==> src/rtl/chroma_key_pkg.sv <==
// Shared definitions for the chroma-key mixer: pixel width, CSR map,
// reset values of the key/tolerance registers and the input-alignment
// FSM state type.
package chroma_key_pkg;

    localparam int PIX_W = 24;

    localparam logic [1:0] CSR_CTRL   = 2'd0;
    localparam logic [1:0] CSR_KEY    = 2'd1;
    localparam logic [1:0] CSR_TOL    = 2'd2;
    localparam logic [1:0] CSR_STATUS = 2'd3;

    localparam logic [PIX_W-1:0] KEY_RST = 24'h00FF00;
    localparam logic [PIX_W-1:0] TOL_RST = 24'h202020;

    typedef enum logic {
        ST_SYNC = 1'b0,
        ST_RUN  = 1'b1
    } state_e;

    // Signed 9-bit difference of two 8-bit channels (a - b).
    function automatic logic [8:0] chan_diff(input logic [7:0] a, input logic [7:0] b);
        return {1'b0, a} - {1'b0, b};
    endfunction

endpackage

==> src/rtl/chroma_key_match.sv <==
// Combinational key compare between pipeline stages 1 and 2.
// Ports:
//   diff_r_i/g_i/b_i : 9-bit two's-complement channel differences (pixel - key)
//   tol_i            : RGB888 per-channel tolerance
//   match_o          : 1 when every |diff| <= tolerance of that channel
module chroma_key_match
    import chroma_key_pkg::*;
(
    input  logic [8:0]       diff_r_i,
    input  logic [8:0]       diff_g_i,
    input  logic [8:0]       diff_b_i,
    input  logic [PIX_W-1:0] tol_i,
    output logic             match_o
);

    // Magnitude never exceeds 255, so 9 bits hold it without overflow.
    function automatic logic [8:0] abs9(input logic [8:0] d);
        return d[8] ? (~d + 9'd1) : d;
    endfunction

    always_comb begin
        match_o = (abs9(diff_r_i) <= {1'b0, tol_i[23:16]}) &&
                  (abs9(diff_g_i) <= {1'b0, tol_i[15:8]})  &&
                  (abs9(diff_b_i) <= {1'b0, tol_i[7:0]});
    end

endmodule

==> src/rtl/chroma_key_mixer.sv <==
// Chroma-key compositor: joins a foreground and a background video stream
// beat by beat and replaces key-coloured foreground pixels by background.
// Ports:
//   clk, reset                       : system clock, synchronous active-high reset
//   fg_* / bg_*                      : Avalon-ST RGB888 inputs with backpressure
//   out_*                            : composited Avalon-ST output
//   csr_*                            : Avalon-MM CTRL/KEY/TOL/STATUS, 1-cycle read latency
//
// state | meaning
// SYNC  | drop non-SOP beats on each input, hold SOP until both inputs show SOP
// RUN   | accept beats only jointly; an SOP mismatch falls back to SYNC
module chroma_key_mixer
    import chroma_key_pkg::*;
(
    input  logic             clk,
    input  logic             reset,
    input  logic [PIX_W-1:0] fg_data,
    input  logic             fg_valid,
    input  logic             fg_sop,
    input  logic             fg_eop,
    output logic             fg_ready,
    input  logic [PIX_W-1:0] bg_data,
    input  logic             bg_valid,
    input  logic             bg_sop,
    input  logic             bg_eop,
    output logic             bg_ready,
    output logic [PIX_W-1:0] out_data,
    output logic             out_valid,
    output logic             out_sop,
    output logic             out_eop,
    input  logic             out_ready,
    input  logic [1:0]       csr_address,
    input  logic             csr_write,
    input  logic [31:0]      csr_writedata,
    input  logic             csr_read,
    output logic [31:0]      csr_readdata
);

    state_e           state_q, state_d;
    logic             en_sh_q, en_act_q;
    logic [PIX_W-1:0] key_sh_q, key_act_q, tol_sh_q, tol_act_q;
    logic [15:0]      drop_q, drop_d;
    logic [31:0]      rdata_q;

    logic             v1_q, sop1_q, eop1_q;
    logic [PIX_W-1:0] fg1_q, bg1_q;
    logic [8:0]       dr1_q, dg1_q, db1_q;
    logic             v2_q, sop2_q, eop2_q;
    logic [PIX_W-1:0] pix2_q;

    logic             advance, accept, fg_drop, bg_drop, match;
    logic [PIX_W-1:0] key_eff;
    logic [1:0]       n_drop;
    logic [16:0]      drop_sum;

    logic unused_inputs;
    assign unused_inputs = ^{csr_writedata[31:24], bg_eop};

    assign advance = !v2_q || out_ready;

    always_comb begin
        accept  = 1'b0;
        fg_drop = 1'b0;
        bg_drop = 1'b0;
        state_d = state_q;
        if (!reset) begin
            case (state_q)
                ST_SYNC: begin
                    fg_drop = fg_valid && !fg_sop;
                    bg_drop = bg_valid && !bg_sop;
                    accept  = fg_valid && fg_sop && bg_valid && bg_sop && advance;
                    if (accept) state_d = ST_RUN;
                end
                default: begin
                    accept = fg_valid && bg_valid && (fg_sop == bg_sop) && advance;
                    if (fg_valid && bg_valid && (fg_sop != bg_sop)) state_d = ST_SYNC;
                end
            endcase
        end
    end

    assign fg_ready = fg_drop || accept;
    assign bg_ready = bg_drop || accept;

    // The SOP beat must already be keyed with the settings it latches.
    assign key_eff = (accept && fg_sop) ? key_sh_q : key_act_q;

    assign n_drop = {1'b0, fg_drop} + {1'b0, bg_drop};

    always_comb begin
        drop_sum = {1'b0, (csr_write && csr_address == CSR_STATUS) ? 16'd0 : drop_q}
                 + {15'd0, n_drop};
        drop_d   = drop_sum[16] ? 16'hFFFF : drop_sum[15:0];
    end

    // Stage 1 always holds the newest accepted beat, so the active tol/enable
    // seen while it is compared belong to that beat's frame.
    chroma_key_match u_match (
        .diff_r_i (dr1_q),
        .diff_g_i (dg1_q),
        .diff_b_i (db1_q),
        .tol_i    (tol_act_q),
        .match_o  (match)
    );

    always_ff @(posedge clk) begin
        if (reset) begin
            state_q   <= ST_SYNC;
            en_sh_q   <= 1'b0;
            en_act_q  <= 1'b0;
            key_sh_q  <= KEY_RST;
            key_act_q <= KEY_RST;
            tol_sh_q  <= TOL_RST;
            tol_act_q <= TOL_RST;
            drop_q    <= '0;
            rdata_q   <= '0;
            v1_q      <= 1'b0;
            sop1_q    <= 1'b0;
            eop1_q    <= 1'b0;
            fg1_q     <= '0;
            bg1_q     <= '0;
            dr1_q     <= '0;
            dg1_q     <= '0;
            db1_q     <= '0;
            v2_q      <= 1'b0;
            sop2_q    <= 1'b0;
            eop2_q    <= 1'b0;
            pix2_q    <= '0;
        end else begin
            state_q <= state_d;
            drop_q  <= drop_d;

            if (csr_write) begin
                case (csr_address)
                    CSR_CTRL: en_sh_q  <= csr_writedata[0];
                    CSR_KEY:  key_sh_q <= csr_writedata[PIX_W-1:0];
                    CSR_TOL:  tol_sh_q <= csr_writedata[PIX_W-1:0];
                    default:  ;
                endcase
            end

            if (csr_read) begin
                case (csr_address)
                    CSR_CTRL: rdata_q <= {31'd0, en_sh_q};
                    CSR_KEY:  rdata_q <= {8'd0, key_sh_q};
                    CSR_TOL:  rdata_q <= {8'd0, tol_sh_q};
                    default:  rdata_q <= {16'd0, drop_q};
                endcase
            end

            if (accept && fg_sop) begin
                en_act_q  <= en_sh_q;
                key_act_q <= key_sh_q;
                tol_act_q <= tol_sh_q;
            end

            if (advance) begin
                v1_q <= accept;
                if (accept) begin
                    fg1_q  <= fg_data;
                    bg1_q  <= bg_data;
                    sop1_q <= fg_sop;
                    eop1_q <= fg_eop;
                    dr1_q  <= chan_diff(fg_data[23:16], key_eff[23:16]);
                    dg1_q  <= chan_diff(fg_data[15:8],  key_eff[15:8]);
                    db1_q  <= chan_diff(fg_data[7:0],   key_eff[7:0]);
                end
                v2_q <= v1_q;
                if (v1_q) begin
                    pix2_q <= (en_act_q && match) ? bg1_q : fg1_q;
                    sop2_q <= sop1_q;
                    eop2_q <= eop1_q;
                end
            end
        end
    end

    assign out_valid    = v2_q;
    assign out_data     = pix2_q;
    assign out_sop      = sop2_q;
    assign out_eop      = eop2_q;
    assign csr_readdata = rdata_q;

endmodule
==> config.mk <==
export PLATFORM = sky130hd
export DESIGN_NAME = chroma_key_mixer
export DESIGN_NICKNAME = d
export VERILOG_FILES = /design/src/rtl/chroma_key_pkg.sv /design/src/rtl/chroma_key_match.sv /design/src/rtl/chroma_key_mixer.sv
export SDC_FILE = /design/constraint.sdc
export NUM_CORES = 1
export LEC_CHECK = 0
export BUFFER_PORTS_ARGS = -buffer_cell sky130_fd_sc_hd__buf_2
export CELL_PAD_IN_SITES_DETAIL_PLACEMENT = 1
export CELL_PAD_IN_SITES_GLOBAL_PLACEMENT = 1
export CORE_MARGIN = 2
export CORE_UTILIZATION = 46
export DETAILED_ROUTE_END_ITERATION = 8
export MAX_ROUTING_LAYER = met4
export PLACE_DENSITY_LB_ADDON = 0.1
export SLEW_MARGIN = 20
export SYNTH_ARGS = -nofsm -noshare
export SYNTH_HDL_FRONTEND = slang
export SYNTH_SLANG_ARGS = --single-unit
export TNS_END_PERCENT = 1
==> constraint.sdc <==
create_clock -name clk -period 7.79 [get_ports clk]
set_input_delay 1.1685 -clock clk [delete_from_list [all_inputs] [get_ports clk]]
set_output_delay 1.1685 -clock clk [all_outputs]
set_load 0.03 [all_outputs]
==> run_results.csv <==
group,metric,value,unit
placement,placed_area,12100,µm²
placement,io_buffers,136,
clock_tree,clock_path_buffers,3,
sta,min_period,4.37,ns
flow_run,drv_cap,0,
route,wl_per_cell,17.0,µm
power,power_density,216,nW/µm²
route,drt-vias-per-instance,5.42,
clock_tree,cts.clk_slew.worst_paths,0.06,ns
global_routing,grt_max_degree,95,
clock_tree,cts-root-buf,"clkbuf_16",
global_routing,antenna_found_initial,0,
logic_synthesis,syn_area_per_cell,8.28,µm²
final_layout,final_common_cell,"nand2_1",
route,firstDrtPassIters,4,
power,peakVddDrop,171,µV
route,drtIter0Drc,421,
logic_synthesis,async_flop_share,0,
critical_path,rrSetupSlack,3.92,ns
critical_path,rr_worst_depth,13,
logic_synthesis,synth_edf_count,0,
critical_path,cp_slowest_cell,"buf_4",
sta,maxSlewViolCount,0,
logic_synthesis,ys_types,60,
logic_synthesis,syn_inst,1372,
die,start_util,0.468,
global_routing,grt_pass1_vias,10100,
power,p_leak,0.00555,µW
route,remaining_drc_errors,0,
placement,gp_congestion,0.825,
die,die_x,161,µm
critical_path,arrival,4.78,ns
global_routing,grt_pass1_wl,50700,µm
sta,setup_viol,0,
route,via_count,9770,
critical_path,critical_path_class,"in2reg",
die,dieArea,26000,µm²
die,rows,57,
die,core,24200,µm²
clock_tree,worstSkewPairLatency,0.54,ns
sta,hold_viol,0,
critical_path,worst-path-buf-inv,3,
worst_hold_path,hold_path.class,"reg2reg",
sta,fin_tns_setup,0,ns
logic_synthesis,syn_area,11400,µm²
route,drt-total-wl,30600,µm
global_routing,track_usage,0.244,
clock_tree,h-tree-depth,1,
outcome,status,"complete, no violations",
final_layout,drive_gt1_frac,0.152,
sta,maxSlewHeadroom,0.308,
critical_path,worstPathRequired,8.20,ns
critical_path,cpPeakStageDelay,0.58,ns
logic_synthesis,seq_area_frac_synth,0.430,
critical_path,crit_fanout,69,
logic_synthesis,synth_flop_cell,"dfxtp_1",
logic_synthesis,ys_seq_elements,244,
critical_path,path_depth,13,
placement,dpl.hpwl,21300,µm
clock_tree,cts_tree,"done",
critical_path,r2r-start,"out_valid$_SDFFE_PP0N_",
final_layout,areaGrowthSynthToFinish,15.0,%
critical_path,startpoint,"reset",
critical_path,endpoint,"dr1_q[8]$_SDFFE_PP0P_",
sta,rsz0062_at_grt,"no",
clock_tree,ctsResizeCount,0,
clock_tree,cts_made_buffers,28,
die,fp.dieH,161,µm
critical_path,cp-start-kind,"input pin",
final_layout,final_area,13100,µm²
final_layout,num_antenna_cells,0,
critical_path,end_kind,"register",
clock_tree,cts_hold_buf,0,
route,ant_nets,0,
critical_path,cpLargestDelayFamily,"buffers and inverters",
sta,skew,0.0130,ns
global_routing,overflow,0,
sta,tightestPinTransition,1.04,ns
sta,max_freq,229,MHz
clock_tree,clock-sinks,244,
critical_path,worstPathCellList,"buf_4 -> nor3_2 -> nand2_2 -> buf_4 -> mux2i_1 -> inv_1 -> fa_1 -> nor2b_1 -> o21ai_0 -> a21boi_0 -> o21ai_0 -> a21boi_0 -> o31ai_1",
clock_tree,post_cts_buffers,0,
final_layout,layout_common_cells,"296 x nand2_1, 244 x dfxtp_1, 135 x buf_2",
final_layout,finish.net_count,1608,
critical_path,r2r-end,"dr1_q[8]$_SDFFE_PP0P_",
sta,min_period_over_period,0.561,
logic_synthesis,yosysWarnings,0,
die,ios,154,
## synthesized netlist by cell type (5+ instances only)
master	n	area [µm²]
a22oi_1	23	173
xor2_1	7	61.3
nor4_1	7	43.8
nand3_1	34	170
dfxtp_1	244	4880
o21ai_0	92	460
and2_1	7	43.8
mux2_2	16	180
buf_1	5	18.8
mux2i_1	50	500
ha_1	52	651
nor2b_1	11	68.8
nor3b_1	6	45.0
a21oi_1	115	576
buf_4	8	60.1
and3_1	12	75.1
a31oi_1	6	37.5
or3_1	12	75.1
clkbuf_1	62	233
a21boi_0	8	60.1
xnor2_1	26	228
buf_2	19	95.1
o21a_1	5	37.5
a211oi_1	30	225
nor3_1	9	45.0
o31ai_1	16	120
nand2_1	297	1110
nand4_1	10	62.6
nor2_1	73	274
nand2b_1	9	56.3
inv_1	55	206
## worst min path at each step
stage                                          start                          to  cells past startpoint  slack [ns]
after floorplan                bg1_q[0]$_SDFFE_PP0P_       bg1_q[0]$_SDFFE_PP0P_                      2        0.44
after global placement    tol_act_q[10]$_SDFFE_PP0P_  tol_act_q[10]$_SDFFE_PP0P_                      2        0.44
after detailed placement   tol_act_q[3]$_SDFFE_PP0P_   tol_act_q[3]$_SDFFE_PP0P_                      2        0.45
after CTS                  tol_act_q[3]$_SDFFE_PP0P_   tol_act_q[3]$_SDFFE_PP0P_                      2        0.46
after global routing       tol_act_q[6]$_SDFFE_PP0P_   tol_act_q[6]$_SDFFE_PP0P_                      2        0.47
final                      tol_act_q[3]$_SDFFE_PP0P_   tol_act_q[3]$_SDFFE_PP0P_                      2        0.45
## report_power, final
group | switching, µW | internal (µW)
clock network | 513 | 773
logic | 150 | 80.8
registers | 22.8 | 1280
total | 686 | 2130
## area by class of cell
type | count | area [µm²]
clock buffer | 41 | 841
clock inverter | 7 | 63.8
fill | 2951 | 11200
inverter | 55 | 208
multi-input combinational | 984 | 5880
sequential | 244 | 4880
tap | 324 | 405
timing repair buffer | 146 | 771
## tightest hold or removal path, stage by stage (launching register included)
cell     delay (ns)
dfxtp_1        0.30
nand2_1        0.05
a21oi_1        0.05
## per-layer routing
metal / GRT usage / wire length, µm
met5: - / 0
met4: 0.0560 / 616
met1: 0.288 / 12900
met3: 0.0303 / 1130
met2: 0.444 / 15900
## state kept, by name, indices dropped and copies added (netlist names)
signal / count
out_sop: 1
state_q: 1
out_data: 24
db1_q: 9
fg1_q: 24
tol_act_q: 24
en_sh_q: 1
dg1_q: 9
eop1_q: 1
tol_sh_q: 24
key_act_q: 24
en_act_q: 1
bg1_q: 24
drop_q: 16
out_valid: 1
csr_readdata: 24
key_sh_q: 24
sop1_q: 1
v1_q: 1
dr1_q: 9
out_eop: 1
## stage by stage
step / setup slack, ns / total power (µW) / instances / util / hold slack [ns]
finish: 3.42 / 2820 / 1801 / 0.538 / 0.453
global route: 3.08 / 2940 / 1801 / 0.538 / 0.474
CTS: 3.40 / 2840 / 1800 / 0.537 / 0.456
detailed placement: 2.94 / 1560 / 1752 / 0.500 / 0.449
global placement: 2.95 / 1550 / 1752 / 0.500 / 0.445
floorplan: 4.14 / 1480 / 1379 / - / 0.435
## cells by family after synthesis
logic type / count (synthesis) / synth area share
DFF: 244 / 0.430
other: 1 / 0.000330
and+or+nand+nor: 497 / 0.192
buffers and inverters: 151 / 0.0563
AOI/OAI and AO/OA: 323 / 0.170
muxes: 67 / 0.0619
adders and majority gates: 56 / 0.0643
xor gates and xnor gates: 33 / 0.0255
Note: power is estimated with default switching activity, not from simulation.
